==> config.mk <==
export PLATFORM = sky130hd
export DESIGN_NAME = cpu_lsu
export DESIGN_NICKNAME = d
export VERILOG_FILES = /design/src/rtl/cpu_lsu.sv
export SDC_FILE = /design/constraint.sdc
export NUM_CORES = 1
export LEC_CHECK = 0
export ABC_AREA = 1
export CAP_MARGIN = 20
export CORE_ASPECT_RATIO = 2
export CORE_MARGIN = 2
export CORE_UTILIZATION = 43
export CTS_CLUSTER_DIAMETER = 30
export CTS_CLUSTER_SIZE = 28
export DETAILED_ROUTE_END_ITERATION = 7
export GPL_ROUTABILITY_DRIVEN = 0
export HOLD_SLACK_MARGIN = 0.03
export PLACE_DENSITY = 0.84
export SETUP_SLACK_MARGIN = 0.05
export SYNTH_ARGS = -nofsm -noshare
export SYNTH_HDL_FRONTEND = slang
export SYNTH_SLANG_ARGS = --single-unit
==> constraint.sdc <==
create_clock -name clk -period 2.3 [get_ports clk]
set_clock_uncertainty 0.05 [all_clocks]
set_input_delay 0.46 -clock clk [delete_from_list [all_inputs] [get_ports clk]]
set_output_delay 0.46 -clock clk [all_outputs]
set_load 0.01 [all_outputs]
==> src/rtl/cpu_lsu.sv <==
// Load/store unit: one request/response engine in front of SDRAM, the bootloader
// ROM window and the framebuffer window. Each accepted request yields one response.
module cpu_lsu #(
   parameter int DATA_W     = 16,
   parameter int MEM_ADDR_W = 25,
   parameter int ROM_BASE   = 'hD000,
   parameter int ROM_DEPTH  = 2048,
   parameter int ROM_AW     = 11,
   parameter int FB_BASE    = 'hE000,
   parameter int FB_DEPTH   = 4800,
   parameter int FB_AW      = 13,
   parameter int FB_DW      = 8,
   parameter int TIMEOUT    = 255
) (
   input  logic                  clk,
   input  logic                  rst,
   input  logic                  req_valid,
   output logic                  req_ready,
   input  logic                  req_write,
   input  logic [DATA_W-1:0]     req_addr,
   input  logic [DATA_W-1:0]     req_wdata,
   output logic                  resp_valid,
   output logic [DATA_W-1:0]     resp_rdata,
   output logic                  resp_err,
   output logic                  mem_rd,
   output logic                  mem_wr,
   output logic [MEM_ADDR_W-1:0] mem_addr,
   output logic [DATA_W-1:0]     mem_wdata,
   input  logic [DATA_W-1:0]     mem_rdata,
   input  logic                  mem_rd_ready,
   input  logic                  mem_busy,
   output logic [ROM_AW-1:0]     rom_addr,
   input  logic [DATA_W-1:0]     rom_data,
   output logic                  fb_we,
   output logic [FB_AW-1:0]      fb_addr,
   output logic [FB_DW-1:0]      fb_data
);

   localparam int CNT_W = $clog2(TIMEOUT + 1);
   // Window bounds carry one extra bit so BASE+DEPTH cannot wrap.
   localparam logic [DATA_W:0] ROM_LO = (DATA_W+1)'(ROM_BASE);
   localparam logic [DATA_W:0] ROM_HI = (DATA_W+1)'(ROM_BASE + ROM_DEPTH);
   localparam logic [DATA_W:0] FB_LO  = (DATA_W+1)'(FB_BASE);
   localparam logic [DATA_W:0] FB_HI  = (DATA_W+1)'(FB_BASE + FB_DEPTH);

   typedef enum logic [3:0] {
      IDLE, RD_REQ, RD_WAIT, WR_REQ, WR_WAIT, ROM_ADDR, ROM_CAPT, FB_WR, RESP
   } state_t;

   typedef struct packed {
      logic              write;
      logic [DATA_W-1:0] addr;
      logic [DATA_W-1:0] wdata;
   } req_t;

   state_t            state, state_nxt;
   req_t              req_q;
   logic [DATA_W-1:0] rdata_q;
   logic              err_q, err_nxt;
   logic              rd_rdy_q;
   logic [CNT_W-1:0]  tmo_cnt;
   logic              tmo_hit, mem_phase, rd_phase;
   logic [DATA_W:0]   addr_x;
   logic              hit_rom, hit_fb;

   assign addr_x    = {1'b0, req_addr};
   assign hit_rom   = req_addr[DATA_W-1] && !req_write && addr_x >= ROM_LO && addr_x < ROM_HI;
   assign hit_fb    = req_addr[DATA_W-1] &&  req_write && addr_x >= FB_LO  && addr_x < FB_HI;
   assign mem_phase = state inside {RD_REQ, RD_WAIT, WR_REQ, WR_WAIT};
   assign rd_phase  = state inside {RD_REQ, RD_WAIT};
   assign tmo_hit   = tmo_cnt == CNT_W'(TIMEOUT);

   always_ff @(posedge clk) begin
      if (rst) begin
         state    <= IDLE;
         req_q    <= '0;
         rdata_q  <= '0;
         err_q    <= 1'b0;
         rd_rdy_q <= 1'b0;
         tmo_cnt  <= '0;
      end else begin
         state   <= state_nxt;
         err_q   <= err_nxt;
         tmo_cnt <= mem_phase ? tmo_cnt + 1'b1 : '0;
         if (state == IDLE) begin
            rd_rdy_q <= 1'b0;
            if (req_valid) begin
               req_q   <= '{write: req_write, addr: req_addr, wdata: req_wdata};
               rdata_q <= '0;
            end
         end else if (rd_phase && mem_rd_ready && !rd_rdy_q) begin
            // Read strobe may be a single cycle; hold it until the FSM consumes it.
            rd_rdy_q <= 1'b1;
            rdata_q  <= mem_rdata;
         end else if (state == ROM_CAPT) begin
            rdata_q <= rom_data;
         end
      end
   end

   always_comb begin
      state_nxt = state;
      err_nxt   = 1'b0;
      case (state)
         IDLE: if (req_valid) begin
            if (!req_addr[DATA_W-1]) state_nxt = req_write ? WR_REQ : RD_REQ;
            else if (hit_rom)        state_nxt = ROM_ADDR;
            else if (hit_fb)         state_nxt = FB_WR;
            else begin
               state_nxt = RESP;
               err_nxt   = 1'b1;
            end
         end
         RD_REQ: begin
            if (tmo_hit) begin
               state_nxt = RESP;
               err_nxt   = 1'b1;
            end else if (mem_busy || rd_rdy_q) state_nxt = RD_WAIT;
         end
         RD_WAIT: begin
            if (tmo_hit) begin
               state_nxt = RESP;
               err_nxt   = 1'b1;
            end else if (rd_rdy_q) state_nxt = RESP;
         end
         WR_REQ: begin
            if (tmo_hit) begin
               state_nxt = RESP;
               err_nxt   = 1'b1;
            end else if (mem_busy) state_nxt = WR_WAIT;
         end
         WR_WAIT: begin
            if (tmo_hit) begin
               state_nxt = RESP;
               err_nxt   = 1'b1;
            end else if (!mem_busy) state_nxt = RESP;
         end
         ROM_ADDR: state_nxt = ROM_CAPT;
         ROM_CAPT: state_nxt = RESP;
         FB_WR:    state_nxt = RESP;
         RESP:     state_nxt = IDLE;
         default:  state_nxt = IDLE;
      endcase
   end

   assign req_ready  = state == IDLE;
   assign resp_valid = state == RESP;
   assign resp_err   = (state == RESP) && err_q;
   assign resp_rdata = (state == RESP && !err_q) ? rdata_q : '0;

   assign mem_rd    = state == RD_REQ;
   assign mem_wr    = state == WR_REQ;
   assign mem_addr  = MEM_ADDR_W'(req_q.addr);
   assign mem_wdata = req_q.wdata;

   assign rom_addr = (state == ROM_ADDR) ? ROM_AW'(req_q.addr - ROM_LO[DATA_W-1:0]) : '0;
   assign fb_we    = state == FB_WR;
   assign fb_addr  = (state == FB_WR) ? FB_AW'(req_q.addr - FB_LO[DATA_W-1:0]) : '0;
   assign fb_data  = (state == FB_WR) ? req_q.wdata[FB_DW-1:0] : '0;

endmodule

# After elaboration in Yosys (flattened, before gate mapping)
# Cells that the tools add are included.
dict set report op_classes {
  addsub 3
  multipliers 0
  div_mod_pow 0
  order_cmp 4
  n_eq_ne 14
  shift 0
  mux 28
  bitwise_logic 1
  n_reduce_logical 25
}
# cell n
set ops {}
lappend ops {{16-bit 2-to-1 mux} 5}
lappend ops {{4-bit 2-to-1 mux} 12}
lappend ops {{16-bit >= comparator, second input constant} 2}
lappend ops {{16-bit < comparator, second input constant} 2}
lappend ops {{4-bit case mux with 7 select lines} 1}
lappend ops {{4-bit by 3-bit equality test with 1-bit output, second input constant} 4}
lappend ops {{13-bit 2-to-1 mux} 1}
lappend ops {{13-bit by 1-bit subtractor with 13-bit output, second input constant} 1}
lappend ops {{11-bit 2-to-1 mux} 1}
lappend ops {{11-bit by 1-bit subtractor with 11-bit output, second input constant} 1}
lappend ops {{1-bit logical AND} 10}
lappend ops {{8-bit by 1-bit adder with 8-bit output, second input constant} 1}
lappend ops {{4-bit by 2-bit equality test with 1-bit output, second input constant} 2}
lappend ops {{8-bit equality test, second input constant} 1}
lappend ops {{8-bit 2-to-1 mux} 1}
lappend ops {{3-bit by 1-bit inequality test with 1-bit output, second input constant} 2}
lappend ops {{3-bit inequality test, second input constant} 2}
lappend ops {{2-bit OR reduction} 3}
lappend ops {{1-bit 2-to-1 mux} 5}
lappend ops {{5-bit AND reduction} 1}
lappend ops {{4-bit by 1-bit equality test with 1-bit output, second input constant} 1}
lappend ops {{4-bit equality test, second input constant} 1}
lappend ops {{4-bit zero test} 1}
lappend ops {{2-bit AND reduction} 2}
lappend ops {{10 further kinds} 12}
dict set report word_totals {
  register_bits 62
  latch_bits 0
  ram_bits 0
  romBits 0
  in_bits 70
  word_cells 82
  n_memories 0
}

# Depth between registers and ports, before layout
# Gate-level depths: netlist (run 1).
dict set report depth {
  depth_word 8
  depth_mapped 11
  ltp_nobuf 11
}

# Least setup slack after synthesis (run 1)
# Ideal clock, no wire load.
dict set report synth_timing {
  kind {reg-to-output}
  start {register state[0]}
  end {output port resp_rdata[10]}
  arrival_time_ns 1.482
  required_ns 1.790
  setup_slack_ns 0.308
  path_stages_with_launch 7
  cell_sequence {dfxtp_1 inv_1 nand2_1 nor3_1 nand2_1 clkbuf_1 nor2_1}
}
dict set report synth_via {
  elab_chain_len 3
}
# item line_no
set synth_lines {}
lappend synth_lines {{start, declared} 56} ;# state_t state, state_nxt;
lappend synth_lines {{start signal, assigned} 82} ;# state <= state_nxt;
lappend synth_lines {{4-bit equality test} --}
lappend synth_lines {{named net resp_valid} 22} ;# output logic resp_valid,
lappend synth_lines {{1-bit logical AND} 149} ;# assign resp_rdata = (state == RESP && !err_q) ? rdata_q : '0;
lappend synth_lines {{16-bit 2-to-1 mux} 149}
lappend synth_lines {{end, declared} 23} ;# output logic [DATA_W-1:0] resp_rdata,
# The timed path passes the listed nets, and every way through them passes these cells.

# Worst setup path after layout (run 1)
dict set report layout_timing {
  start {register state[3]}
  end {output port fb_data[0]}
}
dict set report layout_via {
  elab_chain_len 2
}
# item line_no
set layout_lines {}
lappend layout_lines {{4-bit by 3-bit equality test with 1-bit output} 159} ;# assign fb_data = (state == FB_WR) ? req_q.wdata[FB_DW-1:0] : '0;
lappend layout_lines {{8-bit 2-to-1 mux} 159}
lappend layout_lines {{end, declared} 36} ;# output logic [FB_DW-1:0] fb_data
# No other way between the ends.

==> results of run 1 <==
## layout make-up
type	instances	share of cell area, %
flip-flops and latches	62	25.37
clock buffers	11	4.946
inverters	59	4.615
well taps	92	2.346
multi-input cells	331	31.59
clock inverters	5	0.5099
repair buffers	162	30.62
## power breakdown
group / internal, mW / total, mW / switching (mW)
clock: 0.747 / 1.20 / 0.458
sequential: 1.37 / 1.55 / 0.180
combinational: 0.954 / 2.39 / 1.44
## flip-flops by register name, summed over array words and instances, names as in the netlist
| signal | cells |
|---|---|
| mem_addr | 16 |
| state | 4 |
| err_q | 1 |
| mem_wdata | 16 |
| rd_rdy_q | 1 |
| tmo_cnt | 8 |
| rdata_q | 16 |
## cell usage in the layout (no fill, tap or decap), types with 2 or more instances in the layout
cell,instances
nand3_2,2
dlymetal6s2s_1,2
inv_2,8
clkdlybuf4s15_1,4
conb_1,9
a21oi_1,27
nand2_2,5
nor2_2,3
clkbuf_2,16
dlygate4sd2_1,30
dfxtp_2,3
clkdlybuf4s50_1,102
dfxtp_1,59
nor2_1,84
nor2_4,2
clkbuf_16,9
clkinv_2,5
nand4_1,4
buf_4,5
nand2_1,136
a21oi_2,11
o21ai_0,3
a211oi_1,22
inv_1,50
nor3_1,5
nand3_1,6
## final timing paths
path                 endpoint  cells after the start       start
setup / recovery   fb_data[0]                      7    state[3]
hold / removal     tmo_cnt[0]                      1  tmo_cnt[0]
setup reg to reg  mem_addr[5]                      9    state[1]
hold reg to reg    tmo_cnt[0]                      1  tmo_cnt[0]
## stage by stage
step                power [mW]  cell area (sq um)  hold slack [ps]  instances
floorplan                3.027               3189            367.6        483
detailed placement       3.918               4721            395.7        706
CTS                      5.160               4952            408.5        722
global route             5.481               4907            425.5        722
global placement         3.848               4721            378.3        706
finish                   5.142               4907            401.4        722
## layer usage
layer	wire (microns)	vias to the layer above
li1	-	1759
met1	3335	1568
met2	5447	147
met3	690	28
met4	351	0
met5	0	-
## timing repair
| action | 4_1_cts | 5_1_grt |
|---|---|---|
| endpoints found under the setup margin | 51 | 24 |
| gates resized for setup | 60 | 41 |
| pin swaps | 1 | 2 |
## worst max-delay path, delay by kind of cell, from the launching register on
| kind | cells | cell delay, ps |
|---|---|---|
| DFF | 1 | 340 |
| buffers and inverters | 4 | 640 |
| and+or+nand+nor | 3 | 340 |
## cells by family after synthesis
group                    Yosys count  share of synthesized area [%]
other                              1                         0.1187
XOR/XNOR                           1                         0.2773
adder cells (fa/ha/maj)            1                         0.3960
buffers and inverters             90                          13.35
AO/OA/AOI/OAI                     66                          13.94
flip-flops                        62                          39.29
AND/OR/NAND/NOR                  254                          32.63
==> summary.txt, run 1 <==
Worst setup path
  – Slowest-stage cell, CP: dfxtp_1
  – Worst-path fanout max: 21
  – CP endpoint kind: output pin
  – Max stage delay on crit path: 340 ps
  – CP startpoint kind: register
  – Reg-to-reg slack, setup: 300 ps
  – WS Path Type: register to output pin
  – Req. time, crit path: between 1500 and 2000 ps
  – Worst-path cell chain: inv_2 > nand2_2 > nor2_2 > inv_1 > buf_12 > nor2_1 > dlygate4sd2_1
  – Crit path DAT: 1650 ps

CTS
  – Hold_buf cts: 0
  – Max clock buf depth: 2
  – Post-CTS setup buffer count: 0
  – CTS tree: built
  – H-tree Lvls: 3
  – Root Buffer: clkbuf_16
  – Total clock sinks: 62
  – Clk slew on worst S/H paths: ~50 ps
  – Total CTS buffers: 9
  – Clk_lat worst skew: 330 ps

Timing
  – Slew margin rel.: 45.00%
  – Max Freq: 0.4625 GHz
  – Final hold violation count: 0
  – Worst-Margin Slew: 823.9 ps
  – RSZ-0062 raised after global routing: no
  – Final min period: about 2200 ps
  – Post-route setup TNS: 0 ps
  – Setup Viol. Count Final: 0
  – Period utilisation layout: 94.01%
  – Final Max Slew Viols: 0
  – Final WS setup: between 100 and 150 ps

Die
  – Rows: 44
  – Die area: 0.008090 sq mm
  – Die width: 64.61 microns
  – Initial Util: 43.81%
  – Num ports: 165
  – Core ar.: 0.007212 sq mm
  – Die Ht: 125.2 microns

Synthesis
  – Post-synthesis cell area: 0.003159 sq mm
  – Top post-synthesis cells by area: dfxtp_1 39%, nand2_1 16%, nor2_1 10%, inv_1 6.3%, a211oi_1 5.2%
  – Top cells by count, synth: 137 x nand2_1, 86 x nor2_1, 62 x dfxtp_1
  – Leading area contributor after synthesis: dfxtp_1
  – Post-Syn Instances: between 400 and 500
  – Most frequent cell after synthesis: nand2_1
  – Avg Cell Area, Syn: 6.651 sq um
  – Post-synth cell types: 34
  – Flops & latches, synth: 62
  – Post-synthesis sequential area ratio: 39.29%
  – Top_reg_cell synth: dfxtp_1
  – Ys Warns: 0
  – Async S/R FF share, synth: 0%
  – Post-synth EDFFs: 0
  – Synth top area share: 39.29%

Outcome
  – Outcome: completed

Drt
  – DR WL/cell: 13.61 microns
  – Vias/cell: 4.850
  – DR iter-0 viols: 130
  – Via count: 3502
  – 1st-pass router iterations: 4
  – Final wirelength: 9824 microns
  – Antenna Nets Post-Route: 0
  – DRC viols: 0

Power
  – Max IR drop VDD: 0.6617 mV
  – LEAKAGE: roughly 2.1 nW
  – PD cells: 1048 mW/mm^2

GRT
  – Grt met2 use: 47.73%
  – Pin count of the biggest net entering global routing: 54
  – Grt met1 use: 21.84%
  – Initial antenna violation count: 0
  – First-pass GRT wire length: roughly 16000 microns
  – Total GRT Usage: between 20% and 30%
  – Met3 Use GR: roughly 7%
  – GRT busiest layer: met2
  – Gr ovfl total: 0
  – Vias in the first global route: ~3600

Final layout
  – Register area: 0.001245 sq mm
  – Multi-input logic area: 0.001550 sq mm
  – Final Util: about two thirds
  – Layout area overhead: 55.33%
  – Fraction of layout cells with a size suffix above 1: 12.38%
  – Antenna cell count: 0
  – Fill count: 630
  – Final net count: 696

Placed design
  – Port Buffers: 155
  – Dpl hpwl: 7480 microns
  – Place WS: 102.8 ps

Min path
  – Min-Delay Path Class: register to register

Flow run
  – MaxCap Viol Count: 0
No activity file was read; power rests on OpenSTA's default activity.
==> run 2, diff against run 1 <==
Settings changed: CTS_BUF_LIST from default to sky130_fd_sc_hd__clkbuf_8 sky130_fd_sc_hd__clkbuf_16, MAX_ROUTING_LAYER from default to met4.
==> summary.txt, run 2 (synthesis gave the netlist of run 1 again) <==
Worst setup path
  – Reg-to-Reg Start: state[1]
  – Slowest-stage cell, CP: dfxtp_1
  – Worst-path fanout max: 21 (unchanged)
  – WS Path Type: register to output pin
  – CP Launch Point: state[3]
  – CP endpoint kind: output pin
  – CP delay by family, top: buffers and inverters
  – Max stage delay on crit path: 340 ps (about the same)
  – Reg-to-reg slack, setup: 280 ps (-20 ps)
  – Reg-to-reg endpoint: mem_addr[5]
  – Crit path DAT: 1650 ps (about the same)
  – CP startpoint kind: register
  – Worst-path cell chain: inv_2 > nand2_2 > nor2_2 > inv_1 > buf_12 > nor2_1 > dlygate4sd2_1
  – Req. time, crit path: 1790 ps (about the same)
  – R2R depth: 9 (unchanged)
  – Buffers plus inverters on the worst setup path: 4 (unchanged)

Die
  – Die Ht: 125.2 microns (unchanged)
  – Initial Util: 43.81% (unchanged)
  – Core ar.: 0.007212 sq mm (unchanged)
  – Num ports: 165 (unchanged)
  – Rows: 44 (unchanged)
  – Die width: 64.61 microns (unchanged)
  – Die area: 0.008090 sq mm (unchanged)

Drt
  – DR WL/cell: 13.63 microns (+0.18%)
  – Antenna Nets Post-Route: 0 (unchanged)
  – DRC viols: 0 (unchanged)
  – DR iter-0 viols: 128 (-1.5%)
  – 1st-pass router iterations: 4 (unchanged)
  – Final wirelength: 9842 microns (+0.18%)
  – Vias/cell: 4.834 (-0.34%)
  – Via count: 3490 (-0.34%)

Placed design
  – Port Buffers: 155 (unchanged)
  – Place WS: 102.8 ps (unchanged)
  – Placed cell count: 706 (unchanged)
  – Dpl hpwl: 7480 microns (unchanged)

CTS
  – Hold_buf cts: 0 (unchanged)
  – Total CTS buffers: 9 (unchanged)
  – CTS tree: built
  – Clk_lat worst skew: 330 ps (about the same)
  – Clk slew on worst S/H paths: 50 ps (about the same)
  – Post-CTS setup buffer count: 0 (unchanged)
  – Root Buffer: clkbuf_16
  – Max clock buf depth: 2 (unchanged)
  – Total clock sinks: 62 (unchanged)
  – H-tree Lvls: 3 (unchanged)

Power
  – Pwr Total: 5.141 mW (about the same)
  – LEAKAGE: 2.132 nW (+0.20%)
  – PD cells: 1048 mW/mm^2 (about the same)
  – Max IR drop VDD: 0.6618 mV (about the same)

Final layout
  – Antenna cell count: 0 (unchanged)
  – Final Non-Filler Cells: 722 (unchanged)
  – Layout area overhead: 55.33% (unchanged)
  – Most frequent cells in the layout: 136 x nand2_1, 102 x clkdlybuf4s50_1, 84 x nor2_1, 59 x dfxtp_1, 51 x inv_1
  – Fraction of layout cells with a size suffix above 1: 12.38% (unchanged)
  – Final net count: 696 (unchanged)
  – Commonest non-fill, non-tap cell in the layout: nand2_1

Timing
  – Final min period: 2163 ps (+0.6830 ps)
  – Final Max Slew Viols: 0 (unchanged)
  – Slew margin rel.: 45.42% (+0.42 points)
  – Final WS setup: 137.1 ps (-0.6830 ps)
  – Post-route setup TNS: 0 ps (unchanged)
  – RSZ-0062 raised after global routing: no
  – Max Freq: 0.4624 GHz (about the same)
  – Final hold violation count: 0 (unchanged)
  – Worst-Margin Slew: 817.5 ps (-6.308 ps)
  – Period utilisation layout: 94.04% (about the same)
  – Setup Viol. Count Final: 0 (unchanged)

Outcome
  – Outcome: completed

GRT
  – Pin count of the biggest net entering global routing: 54 (unchanged)
  – Vias in the first global route: 3576 (+0.31%)
  – Gr ovfl total: 0 (unchanged)
  – First-pass GRT wire length: 15640 microns (-0.31%)
  – Initial antenna violation count: 0 (unchanged)
  – Total GRT Usage: 25.47% (+0.71 points)

Min path
  – Hold Path Cell Cnt: 1 (unchanged)
  – Min-Delay Endpoint: tmo_cnt[0]
  – Min-delay src: tmo_cnt[0]
  – Min-Delay Path Class: register to register

Flow run
  – MaxCap Viol Count: 0 (unchanged)
==> run 2: cell count changes in the layout (fill, tap and decap cells not counted) <==
cell,before,now
clkbuf_1,1,0
inv_1,50,51
==> run 2: final cells by class <==
class	instances	area, sq um
Tap cell	92	115.1
Timing Repair Buffer	162	1503
Fill cell	630	2305
Sequential cell	62	1245
Inverter	59	226.5
Clock inverter	6	28.78
Multi-Input combinational cell	331	1550
Clock buffer	10	239.0
==> run 2: how the worst max path moves through the flow <==
stage                      to  slack, ps  depth (start not counted)
2_1_floorplan  resp_rdata[10]        310                          6
3_3_place_gp     rom_addr[10]        140                          5
3_5_place_dp     rom_addr[10]        100                          5
4_1_cts                mem_rd         50                          4
5_1_grt         resp_rdata[3]         30                          7
6_report           fb_data[0]        140                          7
==> run 2: timing repair <==
item,CTS,global route
gates resized for setup,60,41
pin swaps,1,2
hold endpoints to repair,0,0
endpoints found under the setup margin,51,24
==> run 2: worst register-to-register path, stage by stage, from the launching register on <==
cell      delay [ps]
dfxtp_2          380
inv_2             60
nand2_1          110
buf_4            150
inv_2             40
nand2_2           90
nor2_1            70
inv_2            590
nor2_1           140
a211oi_1         250
==> run 2: through the flow <==
step | area (sq um) | utilization [%] | hold WS [ps]
floorplan | 3189 | - | 367.6
global placement | 4721 | 65.46 | 378.3
detailed placement | 4721 | 65.46 | 395.7
CTS | 4952 | 68.67 | 408.5
global route | 4907 | 68.04 | 425.5
finish | 4907 | 68.04 | 401.6
==> run 2: metal layers <==
layer | GRT usage [%] | part of all wire, % | up-vias
met4 | 13.39 | 3.5 | 0
met1 | 23.04 | 35 | 1575
met3 | 5.216 | 5.2 | 26
met2 | 47.79 | 56 | 131
met5 | - | 0 | -
li1 | - | - | 1758
==> run 2: power breakdown <==
group | leakage (nW) | internal [mW] | total [mW] | switching [mW]
clock network | 0.143 | 0.742 | 1.20 | 0.461
registers | 0.508 | 1.37 | 1.55 | 0.182
logic | 1.48 | 0.954 | 2.39 | 1.44
